===== config.mk =====
export PLATFORM = sky130hd
export DESIGN_NAME = clk_run_ctrl
export DESIGN_NICKNAME = d
export VERILOG_FILES = /design/src/rtl/clk_ctrl_defs.sv /design/src/rtl/tc_mux.sv /design/src/rtl/clk_run_ctrl.sv
export SDC_FILE = /design/constraint.sdc
export NUM_CORES = 1
export LEC_CHECK = 0
export ABC_AREA = 1
export CAP_MARGIN = 20
export CORE_ASPECT_RATIO = 0.8
export CORE_MARGIN = 5
export CORE_UTILIZATION = 59
export DETAILED_ROUTE_END_ITERATION = 12
export PLACE_DENSITY = 0.79
export SKIP_LAST_GASP = 1
export SLEW_MARGIN = 10
export SYNTH_ARGS = -nofsm -noshare
export SYNTH_HDL_FRONTEND = slang
export SYNTH_SLANG_ARGS = --single-unit

===== constraint.sdc =====
create_clock -name clkIn -period 2.1 [get_ports clkIn]
set_input_delay 0.21 -clock clkIn [delete_from_list [all_inputs] [get_ports clkIn]]
set_output_delay 0.21 -clock clkIn [all_outputs]
set_load 0.02 [all_outputs]

===== src/rtl/clk_ctrl_defs.sv =====
// Shared encodings for the processor clock run/halt/step controller.
package clk_ctrl_defs;

  typedef enum logic [1:0] {
    ST_HALT = 2'd0,
    ST_RUN  = 2'd1,
    ST_STEP = 2'd2
  } state_t;

  typedef enum logic [1:0] {
    RATE_4HZ  = 2'd0,
    RATE_2HZ  = 2'd1,
    RATE_1HZ  = 2'd2,
    RATE_FAST = 2'd3
  } rate_t;

  localparam int CNT_W_DEF = 26;

endpackage


===== src/rtl/tc_mux.sv =====
// Divider terminal-count table, indexed by the latched rate select.
module tc_mux
  import clk_ctrl_defs::*;
#(
  parameter int             CNT_W = CNT_W_DEF,
  parameter logic [CNT_W-1:0] TC0 = CNT_W'(12500000),
  parameter logic [CNT_W-1:0] TC1 = CNT_W'(25000000),
  parameter logic [CNT_W-1:0] TC2 = CNT_W'(50000000),
  parameter logic [CNT_W-1:0] TC3 = CNT_W'(5000)
) (
  input  logic [1:0]       rateSel,
  output logic [CNT_W-1:0] tc
);

  always_comb begin
    tc = TC0;
    unique case (rateSel)
      RATE_4HZ:  tc = TC0;
      RATE_2HZ:  tc = TC1;
      RATE_1HZ:  tc = TC2;
      RATE_FAST: tc = TC3;
      default:   tc = TC0;
    endcase
  end

endmodule


===== src/rtl/clk_run_ctrl.sv =====
// Run/halt/single-step controller producing a one-cycle core clock enable.
module clk_run_ctrl
  import clk_ctrl_defs::*;
#(
  parameter int             CNT_W = CNT_W_DEF,
  parameter logic [CNT_W-1:0] TC0 = CNT_W'(12500000),
  parameter logic [CNT_W-1:0] TC1 = CNT_W'(25000000),
  parameter logic [CNT_W-1:0] TC2 = CNT_W'(50000000),
  parameter logic [CNT_W-1:0] TC3 = CNT_W'(5000)
) (
  input  logic       clkIn,
  input  logic       rst,
  input  logic       run_req,
  input  logic       halt_req,
  input  logic       step_req,
  input  logic       bp_hit,
  input  logic [1:0] rate_sel,
  output logic       tick,
  output logic       running,
  output logic [1:0] state
);

  state_t           stateQ;
  state_t           stateD;
  logic [CNT_W-1:0] countQ;
  logic [CNT_W-1:0] countD;
  logic [CNT_W-1:0] tcQ;
  logic [1:0]       rateQ;
  logic [1:0]       rateD;
  logic             tickD;
  logic             wrap;

  tc_mux #(
    .CNT_W(CNT_W),
    .TC0  (TC0),
    .TC1  (TC1),
    .TC2  (TC2),
    .TC3  (TC3)
  ) u_tcMux (
    .rateSel(rateQ),
    .tc     (tcQ)
  );

  assign wrap  = (countQ == tcQ);
  assign state = stateQ;

  always_comb begin
    stateD = ST_HALT;
    countD = '0;
    tickD  = 1'b0;
    rateD  = rateQ;
    unique case (stateQ)
      ST_HALT: begin
        rateD = rate_sel;
        if (halt_req) begin
          stateD = ST_HALT;
        end else if (step_req) begin
          stateD = ST_STEP;
          tickD  = 1'b1;
        end else if (run_req) begin
          stateD = ST_RUN;
        end
      end
      ST_RUN: begin
        // bp_hit only matters against the tick the core just consumed
        if (halt_req || (tick && bp_hit)) begin
          stateD = ST_HALT;
        end else begin
          stateD = ST_RUN;
          if (wrap) begin
            tickD = 1'b1;
            rateD = rate_sel;
          end else begin
            countD = countQ + CNT_W'(1);
          end
        end
      end
      ST_STEP: stateD = ST_HALT;
      default: stateD = ST_HALT;
    endcase
  end

  always_ff @(posedge clkIn or posedge rst) begin
    if (rst) begin
      stateQ  <= ST_HALT;
      countQ  <= '0;
      tick    <= 1'b0;
      running <= 1'b0;
      rateQ   <= RATE_4HZ;
    end else begin
      stateQ  <= stateD;
      countQ  <= countD;
      tick    <= tickD;
      running <= (stateD == ST_RUN);
      rateQ   <= rateD;
    end
  end

endmodule

==> results of run 1 <==
## cells in the final DEF (no fill, tap or decap), drive strengths merged
cell type	n
nand3	18
clkdlybuf4s50	11
a21oi	2
nor3	17
nand2	78
ha	6
xnor2	2
nand4	7
clkbuf	6
inv	44
buf	4
dfrtp	32
xor2	11
nor2	56
o32ai	1
o21ai	9
clkinv	1
and3	1
## metrics by stage
| step | setup slack [ps] | cells | power (mW) |
|---|---|---|---|
| after floorplan | 380.5 | 286 | 0.7781 |
| after global routing | 35.57 | 348 | 1.352 |
| after global placement | 227.3 | 340 | 0.8305 |
| after detailed placement | 201.3 | 340 | 0.8341 |
| final | 225.4 | 348 | 1.280 |
| after CTS | 193.8 | 347 | 1.276 |
## cell usage after synthesis
library cell,n,area [sq um]
sky130_fd_sc_hd__nor3_1,10,50.05
sky130_fd_sc_hd__nand3_1,15,75.07
sky130_fd_sc_hd__a21oi_1,2,10.01
sky130_fd_sc_hd__o21ai_0,7,35.03
sky130_fd_sc_hd__ha_1,6,75.07
sky130_fd_sc_hd__o21ai_2,1,8.760
sky130_fd_sc_hd__nand3_2,3,30.03
sky130_fd_sc_hd__o32ai_1,1,8.760
sky130_fd_sc_hd__buf_6,2,22.52
sky130_fd_sc_hd__inv_1,41,153.9
sky130_fd_sc_hd__xor2_1,11,96.34
sky130_fd_sc_hd__o21ai_1,1,5.000
sky130_fd_sc_hd__and3_1,1,6.260
sky130_fd_sc_hd__inv_2,3,11.26
sky130_fd_sc_hd__xnor2_1,2,17.52
sky130_fd_sc_hd__nand2_2,4,25.02
sky130_fd_sc_hd__nand4_1,7,43.79
sky130_fd_sc_hd__nor2_2,3,18.77
sky130_fd_sc_hd__nor3_2,6,60.06
sky130_fd_sc_hd__nor3_4,1,16.27
sky130_fd_sc_hd__nand2_4,1,11.26
sky130_fd_sc_hd__nor2_1,50,187.7
sky130_fd_sc_hd__nor2_4,3,33.78
sky130_fd_sc_hd__dfrtp_1,32,800.8
sky130_fd_sc_hd__nand2_1,73,274.0
## worst reg2reg max path, stage by stage, from the launching register on
cell and delay (ps):
sky130_fd_sc_hd__dfrtp_1 410, sky130_fd_sc_hd__inv_1 130, sky130_fd_sc_hd__ha_2 270, sky130_fd_sc_hd__inv_1 50, sky130_fd_sc_hd__nand2_1 50, sky130_fd_sc_hd__nand2_1 60
sky130_fd_sc_hd__nor2_1 120, sky130_fd_sc_hd__nand2_1 60, sky130_fd_sc_hd__nor2_1 120, sky130_fd_sc_hd__nand3_1 140, sky130_fd_sc_hd__nand2_2 90, sky130_fd_sc_hd__buf_4 190
sky130_fd_sc_hd__nor2_1 70
## registers in the layout, indices dropped and copies added (netlist names)
name / cells
countQ: 26
state: 2
rateQ: 2
running: 1
tick: 1
## timing repair
| action | CTS | global route |
|---|---|---|
| gates resized for setup | 0 | 2 |
| setup buffers | 0 | 1 |
| setup endpoints to repair | 0 | 23 |
| endpoints found under the hold margin | 0 | 0 |
## routing by layer
layer | wire (um) | global-route usage (%) | vias to the layer above
li1 | - | - | 924
met1 | 2095 | 26.68 | 822
met2 | 1951 | 28.95 | 34
met3 | 218 | 3.846 | 6
met4 | 46 | 5.022 | 0
met5 | 0 | 0 | -
## where the power goes
part | switching [mW] | leakage, nW | total (mW) | internal (mW)
Combinational | 0.117 | 0.550 | 0.199 | 0.0825
Clock | 0.218 | 0.0410 | 0.443 | 0.225
Sequential | 0.00988 | 0.440 | 0.638 | 0.628
Total | 0.344 | 1.03 | 1.28 | 0.936
## final cells by class
class / count / area [sq um] / share of cell area, %
multi-input cells: 208 / 1104 / 47.17
flip-flops and latches: 32 / 800.8 / 34.22
inverters: 44 / 165.2 / 7.059
repair buffers: 15 / 140.1 / 5.989
clock buffers: 6 / 72.57 / 3.102
well taps: 42 / 52.55 / 2.246
clock inverters: 1 / 5.005 / 0.2139
## worst paths after layout
path                                 startpoint                    to  slack [ps]  depth (start not counted)
min in group clkIn                  rate_sel[1]  rateQ[1]$_DFFE_PP0P_         470                          3
min                                         rst  countQ[12]$_DFF_PP0_         310                          3
max                        rateQ[1]$_DFFE_PP0P_  countQ[11]$_DFF_PP0_         230                         12
max in group asynchronous                   rst  countQ[18]$_DFF_PP0_        1510                          3
min reg2reg                 countQ[0]$_DFF_PP0_   countQ[0]$_DFF_PP0_         480                          1
max reg2reg                rateQ[1]$_DFFE_PP0P_  countQ[11]$_DFF_PP0_         230                         12
## cell families (layout without fill, tap and decap cells)
family          after synthesis  in the layout
simple gates                177            177
fa+ha+maj                     6              6
xor+xnor                     13             13
flops                        32             32
buf+inv                      46             66
compound gates               12             12
==> metrics.log, run 1 <==
INFO  metric antenna_violating_nets_post_route = 0
INFO  metric synthesis.yosys.warnings = 0
INFO  metric final_layout_size_suffix_gt1_share = 12.09%
INFO  metric finalCritPeriodShare = 89.27%
INFO  metric clkTransAtPathRegs = 70 ps
INFO  metric design.portCount = 12
INFO  metric nets_final = 320
INFO  metric yosys.area_share.adder = 3.614%
INFO  metric maximum_capacitance_violations = 0
INFO  metric seq_area_frac_synth = 38.55%
INFO  metric maximum_level_of_the_cts_h_tree = 2
INFO  metric critical-path-slowest-cell = sky130_fd_sc_hd__dfrtp_1
INFO  metric endpoint_kind = flip-flop
INFO  metric grt_pass1_wl = approximately 7400 um
INFO  metric achievable-frequency = approximately 530 MHz
INFO  metric io_buffers = 11
INFO  metric antenna-diode-count = 0
INFO  metric run_status = complete, no violations
INFO  metric clock_path_buffers = 2
INFO  metric fp-row-count = 19
INFO  metric grt_start_max_net_pins = 33
INFO  metric routed_via_density = 5.132
INFO  metric grt.total_usage = 18.70%
INFO  metric place_area = 2240 sq um
INFO  metric fp.dieArea = slightly below 5000 sq um
INFO  metric syn_inst = ~290
INFO  metric wl_per_cell = between 10 and 15 um
INFO  metric first_iter_violations = 205
INFO  metric post_synth_num_cell_types = 25
INFO  metric element_type_at_the_critical_path_start = flip-flop
INFO  metric timing.final.crit_period = between 1500 and 2000 ps
INFO  metric finalHoldViolations = 0
INFO  metric holdWs = 305.1 ps
INFO  metric synth_top_family_by_area = simple AND/OR/NAND/NOR gates
INFO  metric crit_type = reg2reg
INFO  metric path_delay_family = simple AND/OR/NAND/NOR gates
INFO  metric worstPathMaxFanout = 12
INFO  metric number_of_failing_setup_endpoints_in_the_final_timing_report = 0
INFO  metric synth_compound_area_share = between 3 and 4%
INFO  metric total_clock_buffers_created_by_cts = 5
INFO  metric syn_to_final_growth = 12.65%
INFO  metric syn_avg_cell_area = 7.262 sq um
INFO  metric worstPathRequired = roughly 2300 ps
INFO  metric min_path_type = in2async
INFO  metric worst_ep_arrival_time = 2040 ps
INFO  metric yosys_register_bits = 32
INFO  metric synth_xor_area_share = 5.482%
INFO  metric timing.critical_path.cells = inv_1 > ha_2 > inv_1 > nand2_1 > nand2_1 > nor2_1 > nand2_1 > nor2_1 > nand3_1 > nand2_2 > buf_4 > nor2_1
INFO  metric synth_area = 2077 sq um
INFO  metric dp_hpwl = 3338 um
INFO  metric cts-hold-fix-buffers = 0
INFO  metric die_y = 63.07 um
INFO  metric fin_tns_setup = 0 ps
INFO  metric grt_antenna_before_repair = 0
INFO  metric power.density = 547.1 nW/um^2
INFO  metric clock_sinks = 32
INFO  metric worstMarginPinSlew = 397.5 ps
INFO  metric start_util = 60.67%
INFO  metric drc = 0
INFO  metric wl = about 4300 um
INFO  metric utilization = 68.35%
INFO  metric vias = between 1,500 and 2,000
INFO  metric clk-insertion-delay-late = ~280 ps
INFO  metric net_count_synth = 300
INFO  metric rsz0062_at_grt = no
INFO  metric fillers = 303
INFO  metric yosys.area_share.simple = 40.06%
INFO  metric power.static_leakage = 1.032 nW
INFO  metric first_global_vias = 1,637
INFO  metric yosys-mux-area-fraction = 0%
INFO  metric design.core.area = between 3000 and 4000 sq um
INFO  metric maxSlewHeadroom = 73.50%
INFO  metric design_area = 2340 sq um
INFO  metric placer_congestion_estimate = 0.9143
INFO  metric maxSlewViolCount = 0
INFO  metric cp_slowest_stage_delay = about 410 ps
INFO  metric critPathBufInv = 3
INFO  metric cts_tree = built
INFO  metric peakVddDrop = 0.4089 mV
INFO  metric first_pass_iters = 4
INFO  metric floorplan.die.width = 76.34 um
INFO  metric cts-root-buf = sky130_fd_sc_hd__clkbuf_8
INFO  metric finClkSkew = a little over 8 ps
INFO  metric grt_overflow = 0
Note: power is estimated with default switching activity, not from simulation.
==> run 2: changes to the inputs <==
- MAX_ROUTING_LAYER: unset -> met4
- SLEW_MARGIN: 10 -> 20
==> run 2 against run 1 <==
Die area is the same. Non-clock buffer count stayed put. Hold slack about the same. Critical path depth did not move. Flip-flop and latch count did not move. Sequential power hardly changed. Highest routed layer unchanged.
==> metrics.log, run 2 (synthesis gave the netlist of run 1 again) <==
INFO  metric largest_reg_flops = 26
INFO  metric power.density = 547.4 nW/um^2
INFO  metric total_clock_buffers_created_by_cts = 5
INFO  metric maximum_level_of_the_cts_h_tree = 2
INFO  metric cts-root-buf = sky130_fd_sc_hd__clkbuf_8
INFO  metric fin_tns_setup = 0 ps
INFO  metric grt_start_max_net_pins = 33
INFO  metric fp.dieArea = 4814 sq um
INFO  metric io_buffers = 11
INFO  metric clock_path_buffers = 2
INFO  metric floorplan.die.width = 76.34 um
INFO  metric wl = 4357 um
INFO  metric syn_to_final_growth = 12.65%
INFO  metric worstPathRequired = between 2000 and 2500 ps
INFO  metric clkTransAtPathRegs = 70 ps
INFO  metric final_layout_size_suffix_gt1_share = 12.09%
INFO  metric cp_slowest_stage_delay = 410 ps
INFO  metric dp_hpwl = 3338 um
INFO  metric start_util = 60.67%
INFO  metric finClkSkew = 8.141 ps
INFO  metric first_iter_violations = 207
INFO  metric area.sequential = 800.8 sq um
INFO  metric clock_sinks = 32
INFO  metric nets_final = 320
INFO  metric routed_via_density = 5.193
INFO  metric maxSlewViolCount = 0
INFO  metric crit_type = reg2reg
INFO  metric number_of_failing_setup_endpoints_in_the_final_timing_report = 0
INFO  metric fp-row-count = 19
INFO  metric finalCritPeriodShare = 89.33%
INFO  metric critical-path-slowest-cell = sky130_fd_sc_hd__dfrtp_1
INFO  metric worst_ep_arrival_time = 2040 ps
INFO  metric run_status = complete, no violations
INFO  metric worstMarginPinSlew = 396.3 ps
INFO  metric vias = 1,807
INFO  metric regToRegStartpoint = rateQ[1]$_DFFE_PP0P_
INFO  metric power.static_leakage = between 1 and 1.5 nW
INFO  metric timing.final.crit_period = 1876 ps
INFO  metric fillers = 303
INFO  metric endpoint_kind = flip-flop
INFO  metric antenna_violating_nets_post_route = 0
INFO  metric maximum_capacitance_violations = 0
INFO  metric grt_pass1_wl = between 7000 and 8000 um
INFO  metric peakVddDrop = 0.4090 mV
INFO  metric launch_point_of_the_worst_path = rateQ[1]$_DFFE_PP0P_
INFO  metric worstRegToRegCells = 12
INFO  metric timing.critical_path.cells = inv_1 > ha_2 > inv_1 > nand2_1 > nand2_1 > nor2_1 > nand2_1 > nor2_1 > nand3_1 > nand2_2 > buf_4 > nor2_1
INFO  metric ff2ff_setup_slack = 220 ps
INFO  metric first_global_vias = 1,639
INFO  metric element_type_at_the_critical_path_start = flip-flop
INFO  metric clk-insertion-delay-late = 280 ps
INFO  metric highest_count_cells_in_the_layout_ignoring_fill_and_taps = sky130_fd_sc_hd__nand2_1, sky130_fd_sc_hd__nor2_1, sky130_fd_sc_hd__inv_1
INFO  metric placer_congestion_estimate = between 0.9 and 1
INFO  metric die_y = 63.07 um
INFO  metric antenna-diode-count = 0
INFO  metric grt_antenna_before_repair = 0
INFO  metric achievable-frequency = roughly 530 MHz
INFO  metric first_pass_iters = 4
INFO  metric grt.total_usage = 19.25%
INFO  metric worstPathMaxFanout = 12
INFO  metric leading_cell_type_in_the_layout_fill_and_taps_excluded = sky130_fd_sc_hd__nand2_1
INFO  metric grt_overflow = 0
INFO  metric rr_endpoint = countQ[11]$_DFF_PP0_
INFO  metric design.portCount = 12
INFO  metric cts_tree = built
INFO  metric registers.top_by_ff_count = countQ
INFO  metric rsz0062_at_grt = no
INFO  metric drc = 0
INFO  metric finalHoldViolations = 0
INFO  metric min_path_type = in2async
INFO  metric design_power_total = between 1 and 1.5 mW
INFO  metric design.core.area = approximately 3400 sq um
INFO  metric multi_input_area = 1104 sq um
INFO  metric wl_per_cell = approximately 13 um
INFO  metric maxSlewHeadroom = about three quarters
==> run 2: repair_timing <==
| action | 4_1_cts | 5_1_grt |
|---|---|---|
| endpoints found under the setup margin | 0 | 23 |
| resized for setup | 0 | 2 |
| hold buffers | 0 | 0 |
| setup buffers | 0 | 1 |
==> run 2: worst max path at each step <==
stage,endpoint,slack [ps],cells past startpoint
5_1_grt,countQ[21]$_DFF_PP0_,40,12
2_1_floorplan,countQ[12]$_DFF_PP0_,380,12
6_report,countQ[11]$_DFF_PP0_,220,12
3_5_place_dp,countQ[3]$_DFF_PP0_,200,12
3_3_place_gp,countQ[11]$_DFF_PP0_,230,12
4_1_cts,countQ[11]$_DFF_PP0_,190,12
==> run 2: routing by layer <==
metal	vias up	track usage, %	wire length, um
li1	922	-	-
met1	834	26.78	2095
met2	45	28.95	1945
met3	6	3.846	268
met4	0	5.022	46
met5	-	-	0
==> run 2: critical path: cells and delay by family (launching register included) <==
| kind | cells | cell delay, ps |
|---|---|---|
| DFF | 1 | 410 |
| and+or+nand+nor | 8 | 710 |
| buffers and inverters | 3 | 370 |
| adders and majority gates | 1 | 260 |
==> run 2: layout make-up <==
class / count / area share [%]
multi-input combinational: 208 / 47.17
sequential: 32 / 34.22
inverter: 44 / 7.059
timing repair buffer: 15 / 5.989
clock buffer: 6 / 3.102
tap: 42 / 2.246
clock inverter: 1 / 0.2139
==> run 2: metrics by stage <==
stage	cell area, sq um	setup slack [ps]	hold slack (ps)	util [%]	std cells
2_1_floorplan	2077	380.5	294.6	-	286
6_report	2340	224.1	304.8	68.35	348
3_5_place_dp	2240	201.3	477.4	65.42	340
5_1_grt	2340	35.58	351.7	68.35	348
4_1_cts	2317	193.8	320.2	67.69	347
3_3_place_gp	2240	227.3	474.3	65.42	340
==> run 2: power breakdown <==
part	leakage [nW]	total, mW	internal [mW]	switching (mW)
clock network	0.0410	0.444	0.225	0.219
registers	0.440	0.638	0.628	0.00984
logic	0.550	0.199	0.0825	0.117
